### src/rtl/pll_lock_supervisor.sv
// -----------------------------------------------------------------------------
// pll_lock_supervisor
//
// Supervises an ECP5 PLL from its 25 MHz reference clock. Pulses the PLL reset
// on power-up and after every lock loss, retries when lock does not arrive
// within a timeout, qualifies lock for a number of stable cycles before
// releasing the downstream system reset, and counts loss/retry events.
//
// Ports:
//   clkin     in   25 MHz reference clock (also feeds the PLL)
//   rst       in   asynchronous, active-high reset
//   locked    in   PLL LOCK, asynchronous to clkin
//   pll_rst   out  PLL RST (PLL must have PLLRST_ENA "ENABLED")
//   sys_rst   out  active-high reset for PLL-clocked logic (re-sync per domain)
//   ready     out  high only in RUN, equals ~sys_rst
//   loss_cnt  out  lock losses seen in RUN, saturating
//   retry_cnt out  lock-acquire timeouts, saturating
// -----------------------------------------------------------------------------
module pll_lock_supervisor #(
    parameter int STABLE_CYCLES  = 1024,
    parameter int TIMEOUT_CYCLES = 65536,
    parameter int PLLRST_CYCLES  = 16,
    parameter int CNT_W          = 8
) (
    input  logic             clkin,
    input  logic             rst,
    input  logic             locked,
    output logic             pll_rst,
    output logic             sys_rst,
    output logic             ready,
    output logic [CNT_W-1:0] loss_cnt,
    output logic [CNT_W-1:0] retry_cnt
);

    localparam logic [1:0] ST_PLLRST = 2'd0;
    localparam logic [1:0] ST_WAIT   = 2'd1;
    localparam logic [1:0] ST_STABLE = 2'd2;
    localparam logic [1:0] ST_RUN    = 2'd3;

    // One shared dwell counter, sized for the longest state.
    localparam int MAX_AB  = (STABLE_CYCLES > TIMEOUT_CYCLES) ? STABLE_CYCLES : TIMEOUT_CYCLES;
    localparam int MAX_CYC = (MAX_AB > PLLRST_CYCLES) ? MAX_AB : PLLRST_CYCLES;
    localparam int CW      = (MAX_CYC < 2) ? 1 : $clog2(MAX_CYC);

    localparam logic [CW-1:0]    PLLRST_LAST  = CW'(PLLRST_CYCLES - 1);
    localparam logic [CW-1:0]    TIMEOUT_LAST = CW'(TIMEOUT_CYCLES - 1);
    localparam logic [CW-1:0]    STABLE_LAST  = CW'(STABLE_CYCLES - 1);
    localparam logic [CNT_W-1:0] CNT_MAX      = {CNT_W{1'b1}};

    logic [1:0]       state_q,     state_d;
    logic [CW-1:0]    cnt_q,       cnt_d;
    logic [CNT_W-1:0] loss_cnt_q,  loss_cnt_d;
    logic [CNT_W-1:0] retry_cnt_q, retry_cnt_d;
    logic             sync1_q,     sync1_d;
    logic             sync2_q,     sync2_d;
    logic             locked_s;

    // Two-flop synchronizer; only locked_s is used by the state machine.
    assign sync1_d  = locked;
    assign sync2_d  = sync1_q;
    assign locked_s = sync2_q;

    always_comb begin
        // NOTE: every signal gets a default before the case so no path leaves
        // it unassigned, which would otherwise infer a latch.
        state_d     = state_q;
        cnt_d       = cnt_q + CW'(1);
        loss_cnt_d  = loss_cnt_q;
        retry_cnt_d = retry_cnt_q;

        case (state_q)
            ST_PLLRST: begin
                // Fixed-width pulse; locked_s is deliberately ignored here.
                if (cnt_q == PLLRST_LAST) begin
                    state_d = ST_WAIT;
                    cnt_d   = '0;
                end
            end
            ST_WAIT: begin
                // Lock takes priority over a coincident timeout.
                if (locked_s) begin
                    state_d = ST_STABLE;
                    cnt_d   = '0;
                end else if (cnt_q == TIMEOUT_LAST) begin
                    state_d = ST_PLLRST;
                    cnt_d   = '0;
                    if (retry_cnt_q != CNT_MAX) begin
                        retry_cnt_d = retry_cnt_q + CNT_W'(1);
                    end
                end
            end
            ST_STABLE: begin
                // A drop during qualification is a glitch, not a counted loss.
                if (!locked_s) begin
                    state_d = ST_WAIT;
                    cnt_d   = '0;
                end else if (cnt_q == STABLE_LAST) begin
                    state_d = ST_RUN;
                    cnt_d   = '0;
                end
            end
            ST_RUN: begin
                cnt_d = '0;
                if (!locked_s) begin
                    state_d = ST_PLLRST;
                    if (loss_cnt_q != CNT_MAX) begin
                        loss_cnt_d = loss_cnt_q + CNT_W'(1);
                    end
                end
            end
            default: begin
                state_d = ST_PLLRST;
                cnt_d   = '0;
            end
        endcase
    end

    // NOTE: sequential state uses non-blocking assignments so every flop
    // samples pre-edge values regardless of statement order.
    always_ff @(posedge clkin or posedge rst) begin
        if (rst) begin
            state_q     <= ST_PLLRST;
            cnt_q       <= '0;
            loss_cnt_q  <= '0;
            retry_cnt_q <= '0;
            sync1_q     <= 1'b0;
            sync2_q     <= 1'b0;
        end else begin
            state_q     <= state_d;
            cnt_q       <= cnt_d;
            loss_cnt_q  <= loss_cnt_d;
            retry_cnt_q <= retry_cnt_d;
            sync1_q     <= sync1_d;
            sync2_q     <= sync2_d;
        end
    end

    // Outputs decode the state register only; no input reaches an output
    // combinationally, and an async rst shows up before the next edge.
    assign pll_rst   = (state_q == ST_PLLRST);
    assign sys_rst   = (state_q != ST_RUN);
    assign ready     = (state_q == ST_RUN);
    assign loss_cnt  = loss_cnt_q;
    assign retry_cnt = retry_cnt_q;

endmodule

### config.mk
export PLATFORM = sky130hd
export DESIGN_NAME = pll_lock_supervisor
export DESIGN_NICKNAME = d
export VERILOG_FILES = /design/src/rtl/pll_lock_supervisor.sv
export SDC_FILE = /design/constraint.sdc
export NUM_CORES = 1
export LEC_CHECK = 0
export BUFFER_PORTS_ARGS = -buffer_cell sky130_fd_sc_hd__buf_2
export CORE_MARGIN = 4
export CORE_UTILIZATION = 30
export CTS_BUF_LIST = sky130_fd_sc_hd__clkbuf_8
export DETAILED_ROUTE_END_ITERATION = 12
export PLACE_DENSITY = 0.46
export SLEW_MARGIN = 40
export SYNTH_ARGS = -nofsm -noshare
export SYNTH_HDL_FRONTEND = slang
export SYNTH_SLANG_ARGS = --single-unit
### constraint.sdc
create_clock -name clkin -period 3.7 [get_ports clkin]
set_input_delay 0.185 -clock clkin [delete_from_list [all_inputs] [get_ports clkin]]
set_output_delay 0.185 -clock clkin [all_outputs]
set_load 0.03 [all_outputs]
Word-level counts from Yosys, hierarchy flattened
Cells that the tools add are included.
{ "totals": {"input_bits": 3, "ff_bits": 36, "output_inout_bits": 19} }
{ "classes": {"n_addsub": 3, "eq_ne": 13, "reduce_logical": 4, "muxes": 13, "bitwise_logic": 1} }
{ "op_table": {"columns": ["operator", "n"], "rows": [
  ["16-bit two-way mux", 5],
  ["16-bit one-hot mux with 4 select lines", 1],
  ["16-bit by 1-bit adder with 16-bit output, second input constant", 1],
  ["8-bit by 1-bit adder with 8-bit output, second input constant", 2],
  ["16-bit by 10-bit == test with 1-bit output, second input constant", 1],
  ["16-bit == test, second input constant", 1],
  ["16-bit by 4-bit == test with 1-bit output, second input constant", 1],
  ["8-bit != test, second input constant", 2],
  ["2-bit two-way mux", 6],
  ["2-bit one-hot mux with 4 select lines", 1],
  ["4-bit AND reduction", 2],
  ["3-bit != test, second input constant", 2],
  ["2-bit == test, second input constant", 2],
  ["2-bit != test, second input constant", 2],
  ["3-bit AND reduction", 1],
  ["2-bit by 1-bit == test with 1-bit output, second input constant", 1],
  ["2-bit zero test", 1],
  ["2-bit by 1-bit != test with 1-bit output, second input constant", 1],
  ["1-bit inverter", 1]
]} }

Logic depth before layout (Yosys ltp)
Gate-level depths: netlist of run 1.
{ "depth": {"depth_word": 4, "ltp_mapped": 7} }

Worst setup path after synthesis of run 1
No wires, ideal clock.
{ "synth_timing": {"path_type": "reg2reg", "startpoint": "register loss_cnt_q[0] (netlist: loss_cnt[0])", "endpoint": "register loss_cnt_q[1] (netlist: loss_cnt[1])", "path_buffers": 0, "path_slack_ns": 1.785, "path_stages_with_launch": 5, "setup_ns": 0.125, "arrival_ns": 1.790, "cell_sequence": "dfrtp_1 > ha_1 > and2_1 > a311oi_2 > mux2_2"} }
{ "synth_between": {"elab_chain_cells": 2, "elab_cells_between_ends": 3, "cone_classes": "1 x add/sub; 1 x eq/ne; 1 x reduce/logical"} }
{ "synth_lines": {"columns": ["item", "line", "source"], "rows": [
  ["start: declaration", "52", "logic [CNT_W-1:0] loss_cnt_q, loss_cnt_d;"],
  ["start signal: assignment", "131", "loss_cnt_q <= loss_cnt_d;"],
  ["branches (longest 2 deep; another with 8-bit by 1-bit adder with 8-bit output)", null, null]
]} }
Parallel ways; which one is timed is not known.
A chain may end at the register's enable or synchronous reset.

Final worst setup path of run 1
{ "layout_timing": {"startpoint": "register cnt_q[4]", "endpoint": "register cnt_q[14]"} }
{ "layout_between": {"elab_chain_cells": 4, "elab_cells_between_ends": 10, "cone_classes": "1 x add/sub; 3 x eq/ne; 6 x mux"} }
{ "layout_lines": {"columns": ["item", "line", "source"], "rows": [
  ["start: declaration", "51", "logic [CW-1:0] cnt_q, cnt_d;"],
  ["start signal: assignment", "130", "cnt_q <= cnt_d;"],
  ["16-bit by 1-bit adder with 16-bit output, or another cell as far along", "67", "cnt_d = cnt_q + CW'(1);"],
  ["16-bit two-way mux (on tied branches)", "97, 84", null],
  ["16-bit two-way mux (on tied branches)", "94, 81", null],
  ["16-bit one-hot mux with 4 select lines (*)", "71", "case (state_q)"],
  ["named net cnt_d[14]", "51", null]
]} }
Mark *: on every way through the listed nets, which the timed path passes. The rest lies on a longest branch.

==> reports/metrics.yaml, run 1 <==
outcome:
  run_status: "completed"
route:
  drt-vias-per-instance: 5.24
  dr_total_vias: 1384
  wire_per_inst_um: 14.7
  first_pass_iters: 4
  drtAntennaViolNets: 0
  drc: 0
  wirelength_mm: 3.88
  drt_iter0_markers: 78
clocking:
  cts_buffer_depth: 2
  htreeDepth: 2
  clkTransAtPathRegs_ps: 70
  post_cts_resize_count: 0
  clock_latency_ps: 280
  numCtsBuffers: 5
  clock_sinks: 36
  root_buffer: "clkbuf_8"
  cts_tree: "done"
place:
  dp_hpwl_mm: 2.66
  placed_cells: 254
  place.gp.congestion: 0.827
  io_buffers: 21
die:
  dieWidth_um: 85.9
  start_util_pct: 30.7
  rows: 28
  die_h_um: 85.9
  io-pin-count: 22
  die_area_um2: 7380
  core_area_um2: 5920
min_path:
  hp-start: "sync1_q"
  min_to: "locked_s"
  holdPathStages: 0
  min_path_type: "reg -> reg"
worst_setup_path:
  criticalPathCategory: "reg -> reg"
  slowest_delay_ps: 540
  crit_fanout: 16
  critPathRequiredTime_ps: 3820
  worstReg2RegEnd: "cnt_q[14]"
  cp_slowest_cell: "nor4_4"
  worstPathCellList: "nand4_4 -> nor4_4 -> or2_1 -> a32oi_1"
  r2r_slack_ps: 1570
  r2r-start: "cnt_q[4]"
  rr_worst_depth: 4
  cp_data_arrival_time_ps: 2250
  start_kind: "flop"
  end_kind: "flop"
sta:
  finalCritPeriodShare_pct: 57.7
  finalMaxSlewViolations: 0
  max_freq_mhz: 469
  period_minus_slack_ps: 2130
  finalSetupViolCount: 0
  rsz0062_at_grt: "false"
  fin_setup_tns_ps: 0
  max_slew_margin_pct: 60.6
  fin_worst_skew_ps: 3.60
  finalHoldViolCount: 0
  worstMarginPinSlew_ps: 589
synthesis:
  synth_area_leader_cell: "dfrtp_1"
  yosysWarningCount: 0
  synth.top_cell.area_share_pct: 49.5
  ys_ff_latch: 36
  ys_seq_area_share_pct: 49.5
  syn_area_per_cell_um2: 11.2
  synth_area_um2: 1820
  postSynthNetCount: 169
  synth_area_leaders: "dfrtp_1 49%, xnor2_1 8.7%, a31oi_1 5.2%, nand3_1 4.4%, xor2_1 4.3%"
  synth.distinct_cells: 36
  syn_inst: 163
power_and_ir_drop:
  powerDensity_nw_per_um2: 512
  leakage_nw: 0.952
  ir_drop_v: 0.000316
global_routing:
  grt_pass1_wl_mm: 6.43
  grtUsageTotal_pct: 10.9
  grt_pass1_vias: 1324
  grt_max_degree: 28
  grt-ovfl-total: 0
  grt_antenna_before_repair: 0
finish:
  diodes: 0
  area_growth_pct: 15.9
  drive_above_1_share_pct: 22.2
  final_nets: 194
  final_cells: 264
job:
  max_cap_violations: 0
==> cells by family after synthesis <==
family / Yosys count / share of synthesized area (%)
AO/OA/AOI/OAI: 21 / 8.66
AND/OR/NAND/NOR: 65 / 22.3
flip-flops: 36 / 49.5
XOR/XNOR: 27 / 13.0
multiplexers: 2 / 1.44
adder cells (fa/ha/maj): 3 / 2.06
buffers and inverters: 9 / 3.09
==> power by group <==
part | internal [mW] | switching [mW] | leakage, nW
Combinational | 0.0814 | 0.181 | 0.405
Sequential | 0.435 | 0.0485 | 0.488
Clock | 0.197 | 0.138 | 0.0593
Total | 0.713 | 0.368 | 0.952
==> per-stage QoR <==
stage / power, mW / instance area (µm²) / worst slack (ps) / util (%) / hold slack, ps
global placement: 0.740 / 1980 / 1690 / 33.5 / 296
floorplan: 0.691 / 1820 / 1780 / - / 216
finish: 1.08 / 2110 / 1570 / 35.6 / 352
detailed placement: 0.753 / 1980 / 1580 / 33.5 / 280
CTS: 1.10 / 2110 / 1570 / 35.6 / 357
global route: 1.14 / 2110 / 1430 / 35.6 / 374
==> cells in the mapped netlist <==
library cell	n
mux2_4	1
nand2_1	8
clkbuf_1	1
nor2b_1	1
nor4_1	4
a41oi_2	1
a31oi_1	15
or4_2	1
and4_1	5
or2_2	2
nand3_1	16
or3b_2	1
nor4_4	1
buf_6	1
nor3_1	2
nor2_1	4
mux2_2	1
dfrtp_1	36
inv_1	3
o31ai_1	1
a31o_2	1
nand4_1	9
a311oi_2	1
clkbuf_2	1
and3_1	6
and2_1	2
a32oi_1	1
xnor2_1	18
buf_2	2
xor2_1	9
nand4_4	1
o211ai_1	1
or2_1	1
buf_8	1
and4_2	1
ha_1	3
==> placed cells by master (no fill, tap or decap), types with 2 or more instances in the layout <==
cell type and instances:
xor2_1 9, nor3_1 2, and4_1 5, dlygate4sd3_1 2
clkbuf_8 5, dfrtp_1 36, nor2_1 4, xnor2_1 18
nand2_1 8, ha_1 3, and2_1 2, buf_2 21
inv_1 3, nand3_1 16, nand4_1 9, or2_2 2
a31oi_1 15, nor4_1 4, and3_1 6
==> routing by layer <==
| layer | vias up | GRT usage, % | share of wire, % |
|---|---|---|---|
| met4 | 0 | 4.32 | 0.62 |
| met5 | - | 0 | 0 |
| met2 | 31 | 16.1 | 47 |
| met3 | 2 | 3.07 | 3.8 |
| li1 | 658 | - | - |
| met1 | 693 | 15.1 | 49 |
==> final cells by class <==
cell class / count / area (µm²)
clock buffers: 5 / 68.8
well taps: 75 / 93.8
clock inverters: 3 / 38.8
inverters: 3 / 11.3
flip-flops and latches: 36 / 901
repair buffers: 24 / 133
multi-input cells: 118 / 863
fillers: 594 / 3810
==> worst max-delay path by stage <==
stage / from / to / slack [ps] / depth (start not counted)
6_report: cnt_q[4] / cnt_q[14] / 1570 / 4
5_1_grt: cnt_q[4] / cnt_q[14] / 1430 / 4
4_1_cts: cnt_q[4] / cnt_q[14] / 1570 / 4
3_5_place_dp: cnt_q[4] / cnt_q[14] / 1580 / 4
3_3_place_gp: cnt_q[0] / cnt_q[14] / 1690 / 5
2_1_floorplan: loss_cnt[0] / loss_cnt[1] / 1780 / 4
==> what timing repair did <==
item                                    4_1_cts  5_1_grt
endpoints found under the hold margin        27        0
hold buffers                                  2        0
endpoints found under the setup margin        0        0
buffers inserted                              0        0
==> flip-flops by register name, summed over array words and instances, names as in the netlist <==
signal / count
cnt_q: 16
retry_cnt: 8
locked_s: 1
loss_cnt: 8
sync1_q: 1
state_q: 2
==> critical path, delay by kind of cell (launching register included) <==
kind               cells  cell delay (ps)
and+or+nand+nor        3             1270
DFF                    1              510
AOI/OAI and AO/OA      1              190
Note: power is estimated with default switching activity, not from simulation.
==> run 2, diff against run 1 <==
Settings changed: PLACE_DENSITY 0.46 to 0.47.
Clock period 3.7 ns to 1.8 ns, I/O delays scaled along.
==> reports/metrics.yaml, run 2 (synthesized netlist as in run 1, its figures left out) <==
sta:
  finalHoldViolCount: 0
  fin_worst_skew_ps: 8.68
  finalMaxSlewViolations: 0
  finalSetupViolCount: 0
  max_freq_mhz: 588
  max_slew_margin_pct: 67.0
  rsz0062_at_grt: "true"
  finalWorstSetupSlack_ps: 98.8
  worstMarginPinSlew_ps: 491
  period_minus_slack_ps: 1700
  finalCritPeriodShare_pct: 94.5
die:
  rows: 28
  core_area_um2: 5920
  dieWidth_um: 85.9
  io-pin-count: 22
  start_util_pct: 30.7
  die_area_um2: 7380
  die_h_um: 85.9
power_and_ir_drop:
  powerDensity_nw_per_um2: 1040
  p_comb_share_pct: 28.6
  p_sw_uw: 774
  finalPower_mw: 2.34
  seq_power_share_pct: 42.0
  ir_drop_v: 0.000607
  clkPwrFrac_pct: 29.4
  switching_share_pct: 33.0
  leakage_nw: 1.04
  internal_power_mw: 1.57
finish:
  area_growth_pct: 24.2
  stdcell_area_um2: 2260
  top_register: "cnt_q"
  fin_util_pct: 38.2
  drive_above_1_share_pct: 28.8
  num-fill-cells: 601
  diodes: 0
  layout_commonest_cell: "dfrtp_1"
  largest_reg_flops: 16
  final_cells: 280
  mostFrequentLayoutCells: "35 x dfrtp_1, 21 x buf_2, 18 x xnor2_1"
  final_nets: 210
route:
  drt-vias-per-instance: 5.11
  first_pass_iters: 4
  drtAntennaViolNets: 0
  dr_total_vias: 1430
  wirelength_mm: 3.96
  wire_per_inst_um: 14.1
  drt_iter0_markers: 51
  drc: 0
global_routing:
  grt_pass1_vias: 1403
  grt_antenna_before_repair: 0
  grtUsageTotal_pct: 11.9
  grt_max_degree: 37
  grt-ovfl-total: 0
  grt_pass1_wl_mm: 6.84
worst_setup_path:
  crit_fanout: 7
  criticalPathCategory: "reg -> reg"
  end_kind: "flop"
  critPathLaunch: "loss_cnt[0]"
  r2r-start: "loss_cnt[0]"
  cp_data_arrival_time_ps: 1910
  start_kind: "flop"
  critPathRequiredTime_ps: 2010
clocking:
  htreeDepth: 2
  cts_buffer_depth: 2
  clock_latency_ps: 290
  numCtsBuffers: 5
  clock_sinks: 36
  clkTransAtPathRegs_ps: 80
  root_buffer: "clkbuf_8"
  cts_tree: "done"
min_path:
  min_path_type: "reg -> reg"
  hp-start: "sync1_q"
place:
  dp_hpwl_mm: 2.88
  placed_cells: 269
  dpl_cell_area_um2: 2120
  io_buffers: 21
  dp_slack_ps: 86.0
  place.gp.congestion: 0.762
job:
  max_cap_violations: 0
outcome:
  run_status: "completed"
-- run 2: path summary, 6_finish.rpt --
kind | end | slack (ps) | depth (start not counted)
worst min-delay path | locked_s | 360 | 0
worst max-delay path | loss_cnt[6] | 100 | 6
worst min register to register | locked_s | 360 | 0
min in group asynchronous | state_q[1] | 450 | 4
max in group asynchronous | loss_cnt[0] | 1010 | 4
worst max register to register | loss_cnt[6] | 100 | 6
-- run 2: final cells by class --
class	instances	area, µm²	area share, %
Sequential cell	36	902	39.9
Tap cell	75	93.8	4.15
Inverter	3	11.3	0.498
Timing Repair Buffer	40	269	11.9
Multi-Input combinational cell	118	877	38.8
Clock inverter	3	38.8	1.72
Clock buffer	5	68.8	3.04
-- run 2: metal layers --
metal	GRT usage [%]	share of wire (%)
met5	0	0
met4	4.75	1.1
met3	3.17	4.5
met2	17.8	47
met1	16.2	47
-- run 2: metrics by stage --
step	TNS (ps)	hold slack [ps]
global route	-23.7	388
CTS	0	376
floorplan	0	121
detailed placement	0	210
finish	0	365
global placement	0	203
-- run 2: what timing repair did --
| action | in CTS | in global routing |
|---|---|---|
| resized for setup | 0 | 2 |
| hold buffers | 2 | 0 |
| endpoints found under the setup margin | 0 | 13 |
| setup buffers | 0 | 1 |
| endpoints found under the hold margin | 37 | 0 |
-- run 2: power groups by stage --
stage	clock [mW]	sequential (mW)	combinational, mW
3_3_place_gp	0	0.995	0.654
3_5_place_dp	0	1.00	0.650
4_1_cts	0.723	0.988	0.657
6_report	0.689	0.984	0.671
2_1_floorplan	0	1.05	0.373
5_1_grt	0.750	1.00	0.743
-- run 2: worst max-delay path, stage by stage (launching register included) --
cell and delay [ps]:
dfrtp_2 430, ha_1 240, and2_1 190, a311oi_4 300
buf_6 170, and3_1 170, xor2_1 140
